`src/rtl/bf_pkg.sv`:
```
// Shared definitions for the Brainfuck core: opcodes, FSM states, error codes
// and tape write operations.
package bf_pkg;

    localparam logic [3:0] OP_INC   = 4'h0;
    localparam logic [3:0] OP_DEC   = 4'h1;
    localparam logic [3:0] OP_RIGHT = 4'h2;
    localparam logic [3:0] OP_LEFT  = 4'h3;
    localparam logic [3:0] OP_OPEN  = 4'h4;
    localparam logic [3:0] OP_CLOSE = 4'h5;
    localparam logic [3:0] OP_OUT   = 4'h6;
    localparam logic [3:0] OP_IN    = 4'h7;
    localparam logic [3:0] OP_HALT  = 4'hF;

    localparam logic [1:0] ERR_NONE  = 2'd0;
    localparam logic [1:0] ERR_OPEN  = 2'd1;
    localparam logic [1:0] ERR_CLOSE = 2'd2;
    localparam logic [1:0] ERR_NEST  = 2'd3;

    typedef enum logic [3:0] {
        ST_IDLE     = 4'd0,
        ST_FETCH    = 4'd1,
        ST_EXEC     = 4'd2,
        ST_SCAN_F   = 4'd3,
        ST_SCAN_B   = 4'd4,
        ST_WAIT_IN  = 4'd5,
        ST_WAIT_OUT = 4'd6,
        ST_HALT     = 4'd7,
        ST_ERROR    = 4'd8
    } bf_state_e;

    typedef enum logic [1:0] {
        TAPE_NONE = 2'd0,
        TAPE_INC  = 2'd1,
        TAPE_DEC  = 2'd2,
        TAPE_LOAD = 2'd3
    } tape_op_e;

    function automatic logic is_busy(input bf_state_e s);
        return !((s == ST_IDLE) || (s == ST_HALT) || (s == ST_ERROR));
    endfunction

endpackage

```
`src/rtl/bf_tape.sv`:
```
// Data tape: register array with synchronous clear, combinational read at dp.
// Macro BF_SATURATE_EN makes '+'/'-' saturate instead of wrapping.
module bf_tape
    import bf_pkg::*;
#(
    parameter int DATA_W     = 8,
    parameter int TAPE_DEPTH = 256,
    parameter int DP_W       = 8
) (
    input  logic              clock,
    input  logic              reset,
    input  logic [DP_W-1:0]   dp,
    input  tape_op_e          op,
    input  logic [DATA_W-1:0] wr_data,
    output logic [DATA_W-1:0] rd_data
);

    logic [DATA_W-1:0] cells_r [TAPE_DEPTH];
    logic [DATA_W-1:0] next_s;

    assign rd_data = cells_r[dp];

    // New value of the addressed cell for the requested operation
    always_comb begin
        next_s = rd_data;
        case (op)
            TAPE_INC: begin
`ifdef BF_SATURATE_EN
                if (rd_data == {DATA_W{1'b1}}) next_s = rd_data;
                else                           next_s = rd_data + DATA_W'(1);
`else
                next_s = rd_data + DATA_W'(1);
`endif
            end
            TAPE_DEC: begin
`ifdef BF_SATURATE_EN
                if (rd_data == {DATA_W{1'b0}}) next_s = rd_data;
                else                           next_s = rd_data - DATA_W'(1);
`else
                next_s = rd_data - DATA_W'(1);
`endif
            end
            TAPE_LOAD: next_s = wr_data;
            default:   next_s = rd_data;
        endcase
    end

    // Cell storage with synchronous active-low clear
    always_ff @(posedge clock) begin
        if (!reset) begin
            for (int i = 0; i < TAPE_DEPTH; i++) cells_r[i] <= {DATA_W{1'b0}};
        end else if (op != TAPE_NONE) begin
            cells_r[dp] <= next_s;
        end
    end

endmodule

```
`src/rtl/bf_core_p.sv`:
```
// Sequenced Brainfuck execution core: opcode fetch from external program
// memory, bracket matching by nesting-counter scan. Optional macro: BF_SATURATE_EN.
module bf_core_p
    import bf_pkg::*;
#(
    parameter int DATA_W     = 8,
    parameter int TAPE_DEPTH = 256,
    parameter int PC_W       = 16,
    parameter int NEST_W     = 8
) (
    input  logic              clock,
    input  logic              reset,
    input  logic              start,
    output logic [PC_W-1:0]   pm_addr,
    input  logic [3:0]        pm_data,
    input  logic [DATA_W-1:0] in_data,
    input  logic              in_valid,
    output logic              in_ready,
    output logic [DATA_W-1:0] out_data,
    output logic              out_valid,
    input  logic              out_ready,
    output logic              busy,
    output logic              halted,
    output logic [1:0]        error
);

    localparam int DP_W = $clog2(TAPE_DEPTH);

    bf_state_e         state_r, state_nxt_s;
    logic [PC_W-1:0]   pc_r, pc_nxt_s;
    logic [DP_W-1:0]   dp_r, dp_nxt_s;
    logic [NEST_W-1:0] nest_r, nest_nxt_s;
    logic              phase_r, phase_nxt_s;
    logic [1:0]        err_r, err_nxt_s;
    logic              out_valid_r, out_valid_nxt_s;
    logic [DATA_W-1:0] out_data_r, out_data_nxt_s;
    logic              in_ready_r, in_ready_nxt_s;
    logic              halted_r, halted_nxt_s;
    logic              busy_r, busy_nxt_s;
    tape_op_e          tape_op_s;
    logic [DATA_W-1:0] cell_s;
    logic              adv_s, step_s;
    logic              pc_last_s, pc_first_s, cell_zero_s, nest_full_s;

    bf_tape #(.DATA_W(DATA_W), .TAPE_DEPTH(TAPE_DEPTH), .DP_W(DP_W)) u_tape (
        .clock   (clock),
        .reset   (reset),
        .dp      (dp_r),
        .op      (tape_op_s),
        .wr_data (in_data),
        .rd_data (cell_s)
    );

    assign pc_last_s   = (pc_r == {PC_W{1'b1}});
    assign pc_first_s  = (pc_r == {PC_W{1'b0}});
    assign cell_zero_s = (cell_s == {DATA_W{1'b0}});
    assign nest_full_s = &nest_r;

    // pc is the registered fetch address; memory data returns during EXEC / scan decode
    assign pm_addr   = pc_r;
    assign in_ready  = in_ready_r;
    assign out_data  = out_data_r;
    assign out_valid = out_valid_r;
    assign busy      = busy_r;
    assign halted    = halted_r;
    assign error     = err_r;

    // State and datapath registers
    always_ff @(posedge clock) begin
        if (!reset) begin
            state_r     <= ST_IDLE;
            pc_r        <= PC_W'(0);
            dp_r        <= DP_W'(0);
            nest_r      <= NEST_W'(0);
            phase_r     <= 1'b0;
            err_r       <= ERR_NONE;
            out_valid_r <= 1'b0;
            out_data_r  <= DATA_W'(0);
            in_ready_r  <= 1'b0;
            halted_r    <= 1'b0;
            busy_r      <= 1'b0;
        end else begin
            state_r     <= state_nxt_s;
            pc_r        <= pc_nxt_s;
            dp_r        <= dp_nxt_s;
            nest_r      <= nest_nxt_s;
            phase_r     <= phase_nxt_s;
            err_r       <= err_nxt_s;
            out_valid_r <= out_valid_nxt_s;
            out_data_r  <= out_data_nxt_s;
            in_ready_r  <= in_ready_nxt_s;
            halted_r    <= halted_nxt_s;
            busy_r      <= busy_nxt_s;
        end
    end

    // Next-state logic: decode, scan stepping, pc/dp/nest updates and error detection
    always_comb begin
        state_nxt_s = state_r;
        pc_nxt_s    = pc_r;
        dp_nxt_s    = dp_r;
        nest_nxt_s  = nest_r;
        phase_nxt_s = 1'b0;
        err_nxt_s   = err_r;
        tape_op_s   = TAPE_NONE;
        adv_s       = 1'b0;
        step_s      = 1'b0;
        case (state_r)
            ST_IDLE: begin
                if (start) begin
                    state_nxt_s = ST_FETCH;
                    pc_nxt_s    = PC_W'(0);
                end else begin
                    state_nxt_s = ST_IDLE;
                end
            end
            ST_FETCH: state_nxt_s = ST_EXEC;
            ST_EXEC: begin
                case (pm_data)
                    OP_INC:   begin tape_op_s = TAPE_INC; adv_s = 1'b1; end
                    OP_DEC:   begin tape_op_s = TAPE_DEC; adv_s = 1'b1; end
                    OP_RIGHT: begin dp_nxt_s = dp_r + DP_W'(1); adv_s = 1'b1; end
                    OP_LEFT:  begin dp_nxt_s = dp_r - DP_W'(1); adv_s = 1'b1; end
                    OP_OPEN: begin
                        if (!cell_zero_s) begin
                            adv_s = 1'b1;
                        end else if (pc_last_s) begin
                            state_nxt_s = ST_ERROR;
                            err_nxt_s   = ERR_OPEN;
                        end else begin
                            nest_nxt_s  = NEST_W'(1);
                            pc_nxt_s    = pc_r + PC_W'(1);
                            state_nxt_s = ST_SCAN_F;
                        end
                    end
                    OP_CLOSE: begin
                        if (cell_zero_s) begin
                            adv_s = 1'b1;
                        end else if (pc_first_s) begin
                            state_nxt_s = ST_ERROR;
                            err_nxt_s   = ERR_CLOSE;
                        end else begin
                            nest_nxt_s  = NEST_W'(1);
                            pc_nxt_s    = pc_r - PC_W'(1);
                            state_nxt_s = ST_SCAN_B;
                        end
                    end
                    OP_OUT:  state_nxt_s = ST_WAIT_OUT;
                    OP_IN:   state_nxt_s = ST_WAIT_IN;
                    OP_HALT: state_nxt_s = ST_HALT;
                    default: adv_s = 1'b1;
                endcase
            end
            ST_SCAN_F, ST_SCAN_B: begin
                if (!phase_r) begin
                    phase_nxt_s = 1'b1;
                end else begin
                    // "same" bracket deepens nesting, the opposite one closes a level
                    case (pm_data)
                        OP_OPEN, OP_CLOSE: begin
                            if ((pm_data == OP_OPEN) == (state_r == ST_SCAN_F)) begin
                                if (nest_full_s) begin
                                    state_nxt_s = ST_ERROR;
                                    err_nxt_s   = ERR_NEST;
                                end else begin
                                    nest_nxt_s = nest_r + NEST_W'(1);
                                    step_s     = 1'b1;
                                end
                            end else if (nest_r == NEST_W'(1)) begin
                                nest_nxt_s = NEST_W'(0);
                                adv_s      = 1'b1;
                            end else begin
                                nest_nxt_s = nest_r - NEST_W'(1);
                                step_s     = 1'b1;
                            end
                        end
                        OP_HALT: begin
                            if (state_r == ST_SCAN_F) begin
                                state_nxt_s = ST_ERROR;
                                err_nxt_s   = ERR_OPEN;
                            end else begin
                                step_s = 1'b1;
                            end
                        end
                        default: step_s = 1'b1;
                    endcase
                end
            end
            ST_WAIT_OUT: begin
                if (out_valid_r && out_ready) adv_s = 1'b1;
                else                          adv_s = 1'b0;
            end
            ST_WAIT_IN: begin
                if (in_valid && in_ready_r) begin
                    tape_op_s = TAPE_LOAD;
                    adv_s     = 1'b1;
                end else begin
                    adv_s = 1'b0;
                end
            end
            ST_HALT:  state_nxt_s = ST_HALT;
            ST_ERROR: state_nxt_s = ST_ERROR;
            default:  state_nxt_s = ST_IDLE;
        endcase

        if (adv_s) begin
            if (pc_last_s) begin
                state_nxt_s = ST_ERROR;
                err_nxt_s   = ERR_OPEN;
            end else begin
                pc_nxt_s    = pc_r + PC_W'(1);
                state_nxt_s = ST_FETCH;
            end
        end else if (step_s) begin
            if (state_r == ST_SCAN_F) begin
                if (pc_last_s) begin
                    state_nxt_s = ST_ERROR;
                    err_nxt_s   = ERR_OPEN;
                end else begin
                    pc_nxt_s = pc_r + PC_W'(1);
                end
            end else begin
                if (pc_first_s) begin
                    state_nxt_s = ST_ERROR;
                    err_nxt_s   = ERR_CLOSE;
                end else begin
                    pc_nxt_s = pc_r - PC_W'(1);
                end
            end
        end else begin
            pc_nxt_s = pc_nxt_s;
        end
    end

    // Next values of the registered handshake and status outputs
    always_comb begin
        out_valid_nxt_s = out_valid_r;
        out_data_nxt_s  = out_data_r;
        in_ready_nxt_s  = in_ready_r;
        halted_nxt_s    = halted_r;
        busy_nxt_s      = is_busy(state_nxt_s);
        case (state_r)
            ST_EXEC: begin
                if (pm_data == OP_OUT) begin
                    out_valid_nxt_s = 1'b1;
                    out_data_nxt_s  = cell_s;
                end else if (pm_data == OP_IN) begin
                    in_ready_nxt_s = 1'b1;
                end else if (pm_data == OP_HALT) begin
                    halted_nxt_s = 1'b1;
                end else begin
                    halted_nxt_s = halted_r;
                end
            end
            ST_WAIT_OUT: begin
                if (out_ready) out_valid_nxt_s = 1'b0;
                else           out_valid_nxt_s = out_valid_r;
            end
            ST_WAIT_IN: begin
                if (in_valid) in_ready_nxt_s = 1'b0;
                else          in_ready_nxt_s = in_ready_r;
            end
            default: halted_nxt_s = halted_r;
        endcase
    end

endmodule

```
`config.mk`:
```
export PLATFORM = sky130hd
export DESIGN_NAME = bf_core_p
export DESIGN_NICKNAME = d
export VERILOG_FILES = /design/src/rtl/bf_pkg.sv /design/src/rtl/bf_tape.sv /design/src/rtl/bf_core_p.sv
export SDC_FILE = /design/constraint.sdc
export NUM_CORES = 2
export LEC_CHECK = 0
export ABC_AREA = 1
export ABC_CLOCK_PERIOD_IN_PS = 4800
export BUFFER_PORTS_ARGS = -buffer_cell sky130_fd_sc_hd__buf_2
export CAP_MARGIN = 20
export CORE_AREA = 2 2 427 429
export CTS_BUF_LIST = sky130_fd_sc_hd__clkbuf_8
export DETAILED_ROUTE_END_ITERATION = 6
export DIE_AREA = 0 0 429 431
export PLACE_DENSITY = 0.71
export SLEW_MARGIN = 20
export SYNTH_ARGS = -nofsm -noshare
export SYNTH_HDL_FRONTEND = slang
export SYNTH_SLANG_ARGS = --single-unit
export TNS_END_PERCENT = 10
```
`constraint.sdc`:
```
create_clock -name clock -period 4.8 [get_ports clock]
set_input_delay 0 -clock clock [delete_from_list [all_inputs] [get_ports clock]]
set_output_delay 0 -clock clock [all_outputs]
set_load 0.05 [all_outputs]
```
==> flow_metrics.tcl <==
set metrics [dict create \
    outcome "finished clean" \
    worst_pin_slew_ns 1.088 \
    critPathKind "reg2reg" \
    fin_worst_skew_ns 0.08752 \
    clk_latency_ns 1.08 \
    hold_depth 3 \
    synth_ff_type "edfxtp_1" \
    syn_inst 10510 \
    die-area_um2 184900 \
    syn2layout_area_growth_pct 13.58 \
    num_vias 80890 \
    cp.buffers_inverters 11 \
    pre_cts_ws_ns -0.01959 \
    synth.cell_area_um2 98510 \
    numCtsBuffers 356 \
    timing.rr.end "u_tape.cells_r[191][6]" \
    synth_seq_cells 2107 \
    synthArstFlopShare 0 \
    min_period_over_period 0.9848 \
    cts_buffer_depth 4 \
    cap_violations 0 \
    ant_nets 0 \
    arrival_ns 5.46 \
    gp_congestion 0.9598 \
    reg2reg_slack_ns 0.07 \
    dp_hpwl_mm 195.0 \
    hold_class "in2reg" \
    post-route-util 0.6210 \
    relSlewSlack 0.2740 \
    overflow 0 \
    synth.avg_cell_area_um2 9.371 \
    yosys_warnings 0 \
    htree_levels 5 \
    end_kind "flip-flop" \
    worst_slack_ns 0.07310 \
    ios 47 \
    drive_gt1_frac 0.1031 \
    finalSetupViolations 0 \
    dpl.cell_count 12700 \
    fmax_mhz 211.6 \
    synth_edf_count 2048 \
    synthTopCellsByArea "edfxtp_1 62%, nand3_1 11%, nand2_1 11%" \
    tritoncts "done" \
    grt_pass1_vias 77340 \
    core_area_um2 180200 \
    layout_min_cycle_time_ns 4.727 \
    hold_violations 0 \
    clk_root_buffer_cell "clkbuf_8" \
    worst_setup_path_start_kind "flip-flop" \
    power.leakage_nw 42.57 \
    tns_ns 0 \
    crit_path_max_fanout 33 \
    crit_family "simple AND/OR/NAND/NOR gates" \
    dr.pass1.iters 7 \
    slowest_delay_ns 0.41 \
    ys_types 49 \
    powerDensity_nw_per_um2 404.4 \
    yosysTopAreaCellShare 0.6243 \
    dr.first_iter.drc_count 12060 \
    fin_cells 13370 \
    ir_drop_mv 0.3135 \
    grt_pass1_wl_mm 455.8 \
    routed_wirelength_mm 308.6 \
    hp-start "reset" \
    crit_top_cell "nand3_1" \
    yosysTopAreaCell "edfxtp_1" \
    die_y_um 431 \
    wl_per_cell_um 23.09 \
    critPathSlowestCell "dfxtp_4" \
    drc 0 \
    synth_seq_area_share 0.6363 \
    hold_path_end "u_tape.cells_r[162][6]" \
    dieWidth_um 429 \
    nets 10780 \
    antenna_found_initial 9 \
    grt_start_max_net_pins 81 \
    grt_usage 0.3227 \
    cts.sinks 2107 \
    rows 156 \
    port_buffers 46 \
    rr_worst_depth 29 \
    initial_core_util 0.5468 \
    path_clk_slew_ns 0.06 \
    via_per_inst 6.052 \
    fin_total_pwr_mw 45.25 \
    maxSlewViolCount 0 \
    required_ns 5.53 \
    synth_nets 10550 \
]
-- stage by stage --
step / cell area, µm² / hold slack (ns)
floorplan: 98510 / 0.09536
global placement: 104400 / 0.1978
detailed placement: 104500 / 0.2036
CTS: 110900 / 0.07887
global route: 111900 / 0.1678
finish: 111900 / 0.1421
-- tightest hold or removal path: cells and delay by family --
kind / cells / cell delay [ns]
simple gates: 1 / 0.22
buf+inv: 2 / 0.72
-- final cells by class --
class	count	area [µm²]
diodes	7	17.52
repair buffers	646	7343
clock buffers	364	5010
fillers	14560	68280
clock inverters	239	1072
multi-input cells	7472	32080
well taps	2370	2965
repair inverters	3	56.30
inverters	158	641.9
flip-flops and latches	2107	62700
-- layer usage --
layer	vias to the layer above	track usage	routed length, µm	part of all wire
li1	36110	-	-	-
met1	38490	0.4174	110700	0.36
met2	5291	0.5105	142600	0.46
met4	12	0.1733	16870	0.055
met5	-	0	70	0.00023
met3	987	0.07150	38360	0.12
-- worst max-delay path by stage --
stage / from / endpoint / depth (start not counted)
final: flip-flop / u_tape.cells_r[191][6] / 29
after global routing: flip-flop / u_tape.cells_r[191][6] / 30
after CTS: flip-flop / u_tape.cells_r[176][6] / 26
after detailed placement: flip-flop / u_tape.cells_r[163][6] / 26
after global placement: flip-flop / u_tape.cells_r[176][6] / 27
after floorplan: state_r[2] / u_tape.cells_r[178][6] / 22
-- cell families after synthesis --
| kind of cell | count (synthesis) | synth area share |
|---|---|---|
| AOI/OAI and AO/OA | 201 | 0.01095 |
| xor gates and xnor gates | 35 | 0.003112 |
| adders and majority gates | 22 | 0.002947 |
| buffers and inverters | 933 | 0.04301 |
| DFF | 2107 | 0.6363 |
| and+or+nand+nor | 7214 | 0.3037 |
-- synthesized netlist by cell type, drive strengths merged, types with 29 or more instances --
master and count:
clkbuf 326, xor2 32, o21ai 69, inv 150, nor3 29, buf 449, nand2 2831, nand3 2142
nor2 2185, a21oi 106, edfxtp 2048, dfxtp 59
-- layout by cell type, fill, tap and decap left out, types with 6 or more instances in the layout --
cell type,n
nand2_1,2825
nor2_1,2169
nand3_1,2101
edfxtp_1,2048
buf_4,376
clkbuf_8,364
inv_1,240
buf_12,155
a21oi_1,104
clkinv_1,99
dfxtp_1,54
o21ai_0,52
buf_2,45
nand3_2,32
xor2_1,32
clkinv_2,30
dlygate4sd3_1,30
nor3_1,20
ha_1,20
clkbuf_16,15
buf_16,14
nand4_1,13
inv_2,12
nor2_4,10
nand3_4,9
nor3_2,9
o21ai_1,9
buf_6,9
diode_2,7
nor2_2,6
o21ai_4,6
clkinvlp_4,6
-- flip-flops by register name, indices dropped and copies added (netlist names), named ones only --
signal / count
phase_r: 1
halted: 1
pm_addr: 16
nest_r: 8
u_tape.cells_r: 2048
busy: 1
dp_r: 8
out_valid: 1
error: 2
out_data: 8
state_r: 4
in_ready: 1
-- power breakdown --
part | internal (mW) | leakage (nW) | switching, mW
sequential | 20.8 | 21.6 | 0.272
combinational | 2.95 | 17.4 | 6.82
clock | 7.19 | 3.51 | 7.25
-- what timing repair did --
action | CTS | global route
setup buffers | 0 | 12
pin swaps | 0 | 3
gates cloned | 1 | 17
setup endpoints to repair | 31 | 1085
endpoints found under the hold margin | 1683 | 0
hold buffers | 30 | 0
gates resized for setup | 6 | 84
Power figures use the tool's default switching activity.
